$ cat config.mk
export PLATFORM = sky130hd
export DESIGN_NAME = moore_seq_detector
export DESIGN_NICKNAME = d
export VERILOG_FILES = /design/src/rtl/moore_seq_detector.sv
export SDC_FILE = /design/constraint.sdc
export NUM_CORES = 1
export LEC_CHECK = 0
export CAP_MARGIN = 10
export CORE_AREA = 2 2 39 41
export DETAILED_ROUTE_END_ITERATION = 8
export DIE_AREA = 0 0 41 43
export GPL_TIMING_DRIVEN = 0
export SLEW_MARGIN = 20
export SYNTH_ARGS = -nofsm -noshare
export SYNTH_HDL_FRONTEND = slang
export SYNTH_SLANG_ARGS = --single-unit
$ cat constraint.sdc
create_clock -name clk -period 0.89 [get_ports clk]
set_clock_uncertainty 0.1 [all_clocks]
set_input_delay 0.178 -clock clk [delete_from_list [all_inputs] [get_ports clk]]
set_output_delay 0.178 -clock clk [all_outputs]
set_load 0.01 [all_outputs]
$ cat src/rtl/moore_seq_detector.sv
// ---------------------------------------------------------------------------
// moore_seq_detector
//   Parametrised Moore serial pattern detector. One bit is accepted on x per
//   clock edge with en=1. y is high while the most recent LEN accepted bits
//   equal PATTERN. PATTERN[LEN-1] is the first bit of the pattern to arrive.
//   State k is the length of the longest pattern prefix that is a suffix of
//   the accepted history. State LEN is the single accepting state.
//   The next-state table is built at elaboration from PATTERN with the KMP
//   failure rule. No pattern is hand coded.
//
// Parameters
//   LEN      pattern length, 1..32
//   PATTERN  pattern bits; the MSB arrives first
//   OVERLAP  1: matches may overlap; 0: history is cleared after a match
//   CNT_W    match counter width, 1..32
//
// Ports
//   clk        in   rising-edge clock
//   rst        in   asynchronous reset, active-high
//   en         in   bit-valid qualifier; x is sampled only when en=1
//   x          in   serial input bit
//   y          out  match flag, registered, equal to (state == LEN)
//   state      out  matched prefix length, 0..LEN
//   match_cnt  out  saturating count of matches
//
// Build option
//   SEQ_DET_CNT_EN  when defined, match_cnt counts matches and saturates at
//                   all-ones. When undefined, there are no counter flops and
//                   match_cnt is tied to 0. The port list is the same in both
//                   builds.
// ---------------------------------------------------------------------------
module moore_seq_detector #(
  parameter int              LEN     = 3,
  parameter logic [LEN-1:0]  PATTERN = 3'b101,
  parameter bit              OVERLAP = 1'b1,
  parameter int              CNT_W   = 8,
  localparam int             SW      = $clog2(LEN + 1)
) (
  input  logic             clk,
  input  logic             rst,
  input  logic             en,
  input  logic             x,
  output logic             y,
  output logic [SW-1:0]    state,
  output logic [CNT_W-1:0] match_cnt
);

  localparam int            NS  = 2 ** SW;
  localparam logic [SW-1:0] ACC = SW'(LEN);

  // Next state from prefix length k on input bit xb.
  // Let s = P(0..k-1) followed by xb. The result is the longest prefix of the
  // pattern (at most LEN bits) that is a suffix of s.
  // For k < LEN, a full extension (k+1) is found when xb == P(k). Otherwise
  // the search falls back through the shorter borders.
  // Codes above LEN cannot be reached. They return 0 so the table is total.
  function automatic int next_fn(input int k, input logic xb);
    int   res;
    int   idx;
    logic ok;
    logic sb;
    res = 0;
    if (k > LEN) return 0;
    if (k == LEN && !OVERLAP) return (xb == PATTERN[LEN-1]) ? 1 : 0;
    for (int j = 1; j <= LEN; j++) begin
      if (j <= k + 1) begin
        ok = 1'b1;
        for (int t = 0; t < j; t++) begin
          idx = k + 1 - j + t;
          sb  = (idx < k) ? PATTERN[LEN-1-idx] : xb;
          if (sb != PATTERN[LEN-1-t]) ok = 1'b0;
        end
        if (ok) res = j;
      end
    end
    return res;
  endfunction

  logic [SW-1:0] nxt0 [NS];
  logic [SW-1:0] nxt1 [NS];

  for (genvar k = 0; k < NS; k++) begin : g_tbl
    assign nxt0[k] = SW'(next_fn(k, 1'b0));
    assign nxt1[k] = SW'(next_fn(k, 1'b1));
  end

  logic [SW-1:0] state_q;
  logic [SW-1:0] state_d;
  logic          y_q;

  assign state_d = x ? nxt1[state_q] : nxt0[state_q];

  // y is registered beside the state. It is decoded from the next state, so
  // it always equals (state_q == LEN).
  always_ff @(posedge clk or posedge rst) begin
    if (rst) begin
      state_q <= '0;
      y_q     <= 1'b0;
    end else if (en) begin
      state_q <= state_d;
      y_q     <= (state_d == ACC);
    end
  end

  assign state = state_q;
  assign y     = y_q;

`ifdef SEQ_DET_CNT_EN
  logic [CNT_W-1:0] cnt_q;

  // The counter stops at all-ones and is cleared only by rst.
  always_ff @(posedge clk or posedge rst) begin
    if (rst) begin
      cnt_q <= '0;
    end else if (en && (state_d == ACC) && (cnt_q != {CNT_W{1'b1}})) begin
      cnt_q <= cnt_q + 1'b1;
    end
  end

  assign match_cnt = cnt_q;
`else
  assign match_cnt = '0;
`endif

endmodule

# Yosys cells after proc, flatten, opt, wreduce, memory -nomap -nowiden
# Index checks and enable logic that the tools add are counted.
[classes]
addsub = 0
n_div = 0
n_lt_le_gt_ge = 1
n_mux = 7
bitwise_logic = 1
mul = 0
shift = 0
reduce_logical = 0
n_eq_ne = 1
[op_table]
columns = ["operator", "n"]
rows = [
  ["2-bit two-way mux", 5],
  ["2-bit binary-select mux with 2-bit select", 2],
  ["3-bit greater-or-equal comparator (second input constant)", 1],
  ["2-bit inverter with 3-bit output", 1],
  ["2-bit == test (second input constant)", 1],
]
[totals]
elab_cells = 12
mem_bits_rw = 0
memories = 0
romBits = 0
reg_bits = 3
latch_bits = 0
output_inout_bits = 11

# Longest topological paths before layout
# Gate-level depths: netlist of run 1.
[depth]
word_depth = 6
ltp_mapped = 3
mapped_depth_nobuf = 3

# Worst setup path after synthesis of run 1
# Ideal clock, no wire load.
[synth_timing]
kind = "reg-to-reg"
startpoint = "register state_q[0], in the netlist state[0]"
endpoint = "register state_q[1], in the netlist state[1]"
t_arrival_ns = 0.725
stages_incl_launch_ff = 4
required_time_ns = 0.712
setup_slack_ns = -0.013
setup_ns = 0.078
cell_sequence = "dfrtp_1 -> nand2b_1 -> nand2_1 -> o2bb2ai_1"
[synth_via]
elab_chain_cells = 5
word_cells_on_any_way = 8
[synth_lines]
columns = ["item", "line_no", "source"]
rows = [
  ["start, declared", "87", "logic [SW-1:0] state_q;"],
  ["start signal, assigned", "100", "state_q <= state_d;"],
  ["2-bit inverter with 3-bit output (implied by the code) *", "91", "assign state_d = x ? nxt1[state_q] : nxt0[state_q];"],
  ["2-bit binary-select mux with 2-bit select", "91", ""],
  ["2-bit two-way mux (implied by the code) (2 in a row)", "91", ""],
  ["2-bit two-way mux *", "91", ""],
]
# Mark *: on every way between the ends. The rest lies on a longest branch, timed or not. The select of a mux whose other input is x is not followed.
# A chain may end at the register's enable or synchronous reset.

# Worst setup path after layout of run 1
[layout_timing]
startpoint = "register y_q, in the netlist y"
endpoint = "output port y"
[layout_rtl]
columns = ["item", "line_no", "source"]
rows = [
  ["start, declared", "89", "logic y_q;"],
  ["start signal, assigned", "101", "y_q <= (state_d == ACC);"],
  ["end, declared", "43", "output logic y,"],
]
# No word-level cell between the ends.

==> out/qor.yml, run 1 <==
outcome: "finished with violations"
violations: "negative setup slack"
min_period_ps: 1010
arrival_ps: 730
htreeDepth: 1
avgSynthCellArea_sq_um: 9.24
rows: 14
final_area_sq_um: 348
cp-end-kind: "primary output"
fmax_ghz: 0.991
grt_pass1_vias: 151
worstPathRequired_ps: 610
fp.coreArea_sq_um: 1380
cts_buffer_depth: 2
cpLargestDelayFamily: "flip-flops"
cts_buffers: 3
clkSinkCount: 3
drc: 0
finalCritPeriodShare_pct: 113
cts-root-buf: "clkbuf_4"
fin_ws_ps: -119
die_area_sq_um: 1760
synthToLayoutAreaGrowth_pct: 79.4
netlist_area_sq_um: 194
setup_viol: 6
grt_usage_pct: 5.13
hold_violations: 0
start_kind: "flip-flop"
ys_ff_latch: 3
power_density_nw_per_um2: 1540
grt_pass1_wl_um: 517
cts_tree: "built"
yosysWarnings: 0
synth-seq-area-share_pct: 38.7
finalNetCount: 45
slew_violations: 0
io_pins: 15
crit_fanout: 2
wl_um: 365
peakVddDrop_mv: 0.268
ant_nets: 0
first_pass_iters: 2
num_vias: 158
post_drt_wl_per_cell_um: 6.52
drive_gt1_share_pct: 52.5
ys_top_cells_by_area: "dfrtp_1, buf_4, mux2_4, nand2_1, o2bb2ai_1"
synthCells: 21
p_leak_nw: 0.194
start_util_pct: 14.0
via_per_inst: 2.82
ys_types: 9
cp_num_buf_inv: 1
clk_pin_slew_ps: 40
antenna_found_initial: 0
overflow: 0
rsz0062_at_grt: "yes"
timing.setup.tns_ps: -523
cap_violations: 0
hp-class: "input port to asynchronous set/reset pin"
clk_latency_ps: 230
path_class: "flip-flop to primary output"
holdBufCountCts: 0
die_h_um: 43
synth_largest_area_cell: "dfrtp_1"
grt_max_degree: 6
drtIter0Drc: 1
n_antenna_cell: 0
fillers: 153
port_buffers: 6
path_cells: "buf_2"
synth.top_cell.area_share_pct: 38.7
routabilityCongestion: 0.582
cpPeakStageDelay_ps: 370
crit_slowest_cell: "dfrtp_1"
place_area_sq_um: 300
die_w_um: 41
[final timing paths]
path                               start        to  slack (ps)  depth (start not counted)
worst max-delay path                   y         y        -120                          1
worst min-delay path                 rst  state[0]          10                          2
worst max register to register  state[0]  state[1]         -90                          4
worst min register to register         y         y         450                          2
max in group asynchronous            rst  state[1]         550                          2
min in group clk                      en         y         310                          2
[final cells by class]
class                      count  area, sq um  share of cell area, %
clock buffer                   4         26.3                   7.55
inverter                       2         7.51                   2.16
multi-input combinational     15          100                   28.8
buffer                         8         60.1                   17.3
sequential                     3         75.1                   21.6
timing repair buffer           8         58.8                   16.9
tap                           16         20.0                   5.76
[cells in the final DEF (no fill, tap or decap)]
master / netlist / final
o2bb2ai_2: 0 / 1
clkbuf_4: 0 / 3
buf_2: 0 / 3
inv_1: 2 / 2
clkdlybuf4s50_1: 0 / 2
dlygate4sd2_1: 0 / 1
nand2_2: 0 / 1
dfrtp_1: 3 / 3
mux2_4: 1 / 1
nand2b_4: 0 / 1
conb_1: 1 / 8
clkbuf_1: 0 / 1
nand2_1: 3 / 2
o22ai_2: 0 / 1
buf_4: 8 / 10
[stage by stage]
stage / utilization, % / power, mW / std cells / setup slack [ps] / hold slack (ps)
after floorplan: - / 0.233 / 28 / -12.6 / -168
after global placement: 21.7 / 0.280 / 50 / -379 / 257
after detailed placement: 21.7 / 0.282 / 50 / -388 / 250
after CTS: 24.1 / 0.536 / 56 / -130 / 9.09
after global routing: 25.1 / 0.583 / 56 / -155 / 19.2
final: 25.1 / 0.536 / 56 / -119 / 13.9
[report_power, final]
part | leakage [nW] | internal [mW] | switching [mW]
combinational | 0.141 | 0.0803 | 0.0637
clock | 0.0150 | 0.168 | 0.0679
sequential | 0.0382 | 0.151 | 0.00555
total | 0.194 | 0.399 | 0.137
[routing by layer]
layer	share of wire, %	track usage, %	vias to the layer above	routed length, um
met5	0	0	-	0
li1	-	-	87	-
met3	16	3.14	0	57
met2	50	5.94	10	183
met4	0	8.00	0	0
met1	34	4.52	61	124
[timing repair]
| action | 4_1_cts | 5_1_grt |
|---|---|---|
| cloned | 0 | 0 |
| endpoints found under the hold margin | 0 | 0 |
| pin swaps | 1 | 0 |
| setup buffers | 2 | 0 |
| endpoints found under the setup margin | 5 | 6 |
| resized for setup | 14 | 3 |
[flip-flops by register name (all words and copies together), names as in the netlist]
signal and cells:
state 2, y 1
[cell usage after synthesis]
library cell / number
buf_4: 8
inv_1: 2
o2bb2ai_1: 1
nand2b_1: 1
dfrtp_1: 3
mux2_4: 1
o22ai_1: 1
nand2_1: 3
conb_1: 1
[kinds of logic (layout without fill, tap and decap cells)]
| logic type | count (synthesis) | count (layout) | synth area share (%) |
|---|---|---|---|
| simple gates | 4 | 4 | 9.03 |
| compound gates | 2 | 2 | 7.74 |
| buf+inv | 10 | 22 | 34.8 |
| flops | 3 | 3 | 38.7 |
| mux | 1 | 1 | 7.74 |
| other cells | 1 | 8 | 1.93 |
Note: power is estimated with default switching activity, not from simulation.
==> run 2, diff against run 1 <==
CAP_MARGIN = 20   (was 10)
PLACE_DENSITY = 0.48   (was not set)
==> run 2 against run 1 <==
Compared with the run above:
- the flow still finishes with violations (negative setup slack)
- highest routed layer is now met4
- final cell count increased by 1.8%
- setup slack got worse by 3.3 ps
- first-iteration DRC count grew to 3.0 times the previous value
- cell area grew 4.7%
- largest power group unchanged
- combinational power up 9.7%
- sequential power is essentially flat
==> out/qor.yml, run 2 (same netlist as run 1, synthesis figures left out) <==
htreeDepth: 1  # unchanged
finalCritPeriodShare_pct: 114  # +0.37 points
drtIter0Drc: 3  # +2
largest_register_ffs: 2  # unchanged
clkSinkCount: 3  # unchanged
grt_usage_pct: 4.71  # -0.41 points
min_period_ps: 1010  # +3.27 ps
num_vias: 168  # +6.3%
routabilityCongestion: 0.532  # -8.7%
cpLargestDelayFamily: "flip-flops"
final_area_sq_um: 364  # +4.7%
start_kind: "flip-flop"
p_leak_nw: 0.201  # +3.7%
finalNetCount: 46  # +2.2%
start_util_pct: 14.0  # unchanged
port_buffers: 6  # unchanged
layout.cells.most_common_list: "buf_4, conb_1, clkbuf_4, dfrtp_1"
fmax_ghz: 0.988  # -0.32%
rrSetupSlack_ps: -90  # about the same
rsz0062_at_grt: "yes"
r2r_start: "state[0]"
fin_ws_ps: -122  # -3.27 ps
grt_max_degree: 6  # unchanged
dpl.hpwl_um: 238
peakVddDrop_mv: 0.286  # +6.8%
wl_um: 323  # -12%
grt_pass1_wl_um: 455  # -12%
crit_slowest_cell: "dfrtp_1"
drc: 0  # unchanged
outcome: "finished with violations"
cts-root-buf: "clkbuf_4"
first_pass_iters: 2  # unchanged
overflow: 0  # unchanged
antenna_found_initial: 0  # unchanged
hold_violations: 0  # unchanged
cpPeakStageDelay_ps: 380  # about the same
layout_commonest_cell: "buf_4"
ant_nets: 0  # unchanged
holdBufCountCts: 0  # unchanged
io_pins: 15  # unchanged
clk_pin_slew_ps: 40  # about the same
dp_slack_ps: -395  # -6.69 ps
cap_violations: 0  # unchanged
drive_gt1_share_pct: 56.1  # +3.6 points
cts_tree: "built"
violations: "negative setup slack"
post_drt_wl_per_cell_um: 5.67  # -13%
power_density_nw_per_um2: 1520  # -1.4%
cts_buffer_depth: 2  # unchanged
place_area_sq_um: 300  # unchanged
worstPathRequired_ps: 610  # about the same
path_class: "flip-flop to primary output"
r2r_cells: 4  # unchanged
arrival_ps: 730  # about the same
worstReg2RegEnd: "state[1]"
cts_buffers: 3  # unchanged
via_per_inst: 2.95  # +4.5%
synthToLayoutAreaGrowth_pct: 87.7
cp_num_buf_inv: 1  # unchanged
crit_fanout: 2  # unchanged
die_h_um: 43  # unchanged
die_area_sq_um: 1760  # unchanged
final_util_pct: 26.3  # +1.2 points
fillers: 150  # -2.0%
cp-end-kind: "primary output"
clk_latency_ps: 230  # about the same
setup_viol: 6  # unchanged
fp.coreArea_sq_um: 1380  # unchanged
n_antenna_cell: 0  # unchanged
die_w_um: 41  # unchanged
hp-class: "input port to asynchronous set/reset pin"
grt_pass1_vias: 145  # -4.0%
timing.setup.tns_ps: -608  # -85.5 ps
slew_violations: 0  # unchanged
rows: 14  # unchanged
path_cells: "buf_6"
==> run 2: cell types whose count changed in the layout (fill, tap and decap cells not counted) <==
cell and change:
buf_6 +1, buf_4 +1, nand2_1 -1, nand2_2 +1, buf_2 -1
==> run 2: worst max path at each step <==
stage,from,to,slack (ps),depth (start not counted)
2_1_floorplan,state[0],state[1],-10,3
3_3_place_gp,en,state[0],-390,2
3_5_place_dp,en,state[0],-390,2
4_1_cts,y,y,-130,1
5_1_grt,state[0],state[0],-160,1
6_report,state[1],state[1],-120,1
==> run 2: power breakdown <==
part | leakage [nW] | switching [mW] | internal [mW]
sequential | 0.0382 | 0.00700 | 0.151
combinational | 0.148 | 0.0640 | 0.0944
clock | 0.0150 | 0.0689 | 0.168
==> run 2: per-stage QoR <==
step | std cells | power (mW) | hold slack [ps]
2_1_floorplan | 28 | 0.233 | -168
5_1_grt | 57 | 0.599 | 17.5
4_1_cts | 56 | 0.543 | 8.39
3_5_place_dp | 50 | 0.281 | 255
3_3_place_gp | 50 | 0.281 | 261
6_report | 57 | 0.553 | 13.2
==> run 2: what timing repair did <==
action                     in CTS  in global routing
buffers inserted                2                  1
pin swaps                       0                  0
gates resized for setup        15                  4
setup endpoints to repair       5                  6
==> run 2: area by class of cell <==
| cell class | count | area [sq um] | share of cell area (%) |
|---|---|---|---|
| repair buffers | 9 | 72.6 | 19.9 |
| plain buffers | 8 | 60.1 | 16.5 |
| flip-flops and latches | 3 | 75.1 | 20.6 |
| multi-input cells | 15 | 103 | 28.2 |
| inverters | 2 | 7.51 | 2.06 |
| well taps | 16 | 20.0 | 5.50 |
| clock buffers | 4 | 26.3 | 7.22 |
==> run 2: layer usage <==
| layer | GRT usage, % | share of wire [%] | vias up |
|---|---|---|---|
| li1 | - | - | 88 |
| met1 | 2.24 | 31 | 69 |
| met2 | 6.88 | 53 | 9 |
| met3 | 1.57 | 9.6 | 2 |
| met4 | 10.0 | 6.5 | 0 |
| met5 | 0 | 0 | - |
==> run 3, diff against run 2 <==
CELL_PAD_IN_SITES_DETAIL_PLACEMENT = 2   (was not set)
CELL_PAD_IN_SITES_GLOBAL_PLACEMENT = 2   (was not set)
CORE_AREA = not set   (was 2 2 39 41)
CORE_MARGIN = 2   (was not set)
CORE_UTILIZATION = 13   (was not set)
DIE_AREA = not set   (was 0 0 41 43)
PLACE_DENSITY = 0.71   (was 0.48)
==> run 3 against run 2 <==
Compared with the run above:
- the flow still finishes with violations (negative setup slack)
- via count rose by 11%
- combinational power fell by 15%
- setup slack got worse by 12 ps
- core utilization fell by 1.4 points
- die area rose by 3.1%
- maximum frequency fell by 1.1%
- final cell count fell by 1.8%
==> out/qor.yml, run 3 (same netlist as run 1, synthesis figures left out) <==
outcome: "finished with violations"
violations: "negative setup slack"
worstReg2RegEnd: "state[0]"
wl_um: 457  # +41%
power_density_nw_per_um2: 1570  # +3.3%
fillers: 168  # +12%
layout.cells.most_common_list: "buf_4, conb_1"
die_area_sq_um: 1820  # +3.1%
peakVddDrop_mv: 0.567  # +98%
r2r_start: "state[0]"
layout_commonest_cell: "buf_4"
slew_violations: 0  # unchanged
path_cells: "buf_2"
grt_pass1_wl_um: 752  # +65%
holdBufCountCts: 0  # unchanged
cts-root-buf: "clkbuf_4"
finalPower_mw: 0.528  # -4.5%
grt_max_degree: 6  # unchanged
drtIter0Drc: 0  # -3
fin_ws_ps: -134  # -11.8 ps
grt_pass1_vias: 191  # +32%
r2r_cells: 2  # -2
port_buffers: 6  # unchanged
overflow: 0  # unchanged
cp-end-kind: "primary output"
finalNetCount: 46  # unchanged
grt_usage_pct: 6.23  # +1.5 points
ant_nets: 0  # unchanged
die_h_um: 42.6  # -0.87%
arrival_ps: 750  # +20 ps
largest_register_ffs: 2  # unchanged
cts_buffers: 3  # unchanged
cts_tree: "built"
clkSinkCount: 3  # unchanged
die_w_um: 42.6  # +4.0%
path_class: "flip-flop to primary output"
cts_buffer_depth: 2  # unchanged
rsz0062_at_grt: "yes"
cpPeakStageDelay_ps: 370  # about the same
first_pass_iters: 1  # -1
post_drt_wl_per_cell_um: 8.16  # +44%
worstPathRequired_ps: 610  # about the same
start_util_pct: 14.4  # +0.35 points
via_per_inst: 3.32  # +13%
hp-class: "input port to asynchronous set/reset pin"
rrSetupSlack_ps: -100  # about the same
num_vias: 186  # +11%
fp.coreArea_sq_um: 1350  # -2.4%
io_pins: 15  # unchanged
cap_violations: 0  # unchanged
p_leak_nw: 0.194  # -3.5%
n_antenna_cell: 0  # unchanged
timing.setup.tns_ps: -554  # +54.3 ps
fmax_ghz: 0.976  # -1.1%
finalCritPeriodShare_pct: 115  # +1.3 points
clk_latency_ps: 230  # about the same
cpLargestDelayFamily: "flip-flops"
cp_num_buf_inv: 1  # unchanged
synthToLayoutAreaGrowth_pct: 73.5
antenna_found_initial: 0  # unchanged
hold_violations: 0  # unchanged
drive_gt1_share_pct: 48.8  # -7.3 points
rows: 13  # -1
min_period_ps: 1020  # +11.8 ps
crit_fanout: 3  # +1
crit_slowest_cell: "dfrtp_1"
htreeDepth: 1  # unchanged
start_kind: "flip-flop"
setup_viol: 5  # -1
drc: 0  # unchanged
clk_pin_slew_ps: 40  # about the same
routabilityCongestion: 0.654  # +23%
## run 3: worst max path at each step
stage,end,cells after the start,from
floorplan,state[1],3,state[0]
global placement,state[0],2,en
detailed placement,state[0],2,en
CTS,state[0],1,state[0]
global route,state[0],1,state[0]
finish,state[0],1,state[0]
## run 3: final cells by class
| class | count | area (sq um) | share of cell area, % |
|---|---|---|---|
| Multi-Input combinational cell | 15 | 83.8 | 24.9 |
| Sequential cell | 3 | 75.1 | 22.3 |
| Timing Repair Buffer | 9 | 65.1 | 19.3 |
| Buffer | 8 | 60.1 | 17.8 |
| Clock buffer | 4 | 26.3 | 7.81 |
| Tap cell | 15 | 18.8 | 5.58 |
| Inverter | 2 | 7.51 | 2.23 |
## run 3: where the power goes
part	switching, mW	internal (mW)
sequential	0.00720	0.151
clock	0.0684	0.168
combinational	0.0599	0.0736
total	0.136	0.392
## run 3: per-stage QoR
step | hold slack (ps) | setup slack [ps] | std cells | cell area (sq um) | utilization (%)
after floorplan | -168 | -12.6 | 28 | 220 | -
after global placement | 254 | -400 | 49 | 299 | 22.2
after detailed placement | 260 | -406 | 49 | 299 | 22.2
after CTS | 9.30 | -148 | 56 | 330 | 24.5
after global routing | 4.39 | -174 | 56 | 337 | 24.9
final | 11.1 | -134 | 56 | 337 | 24.9
## run 3: metal layers
layer / part of all wire (%) / vias to the layer above / wire length (um) / track usage (%)
li1: - / 88 / - / -
met5: 0 / - / 0 / 0
met2: 55 / 10 / 251 / 10.0
met4: 1.8 / 0 / 8 / 5.63
met1: 34 / 86 / 156 / 5.15
met3: 8.8 / 2 / 40 / 3.88
## run 3: timing repair
| item | CTS | global route |
|---|---|---|
| endpoints found under the setup margin | 6 | 6 |
| endpoints found under the hold margin | 0 | 0 |
| pin swaps | 0 | 1 |
| gates resized for setup | 14 | 2 |
| setup buffers | 3 | 1 |
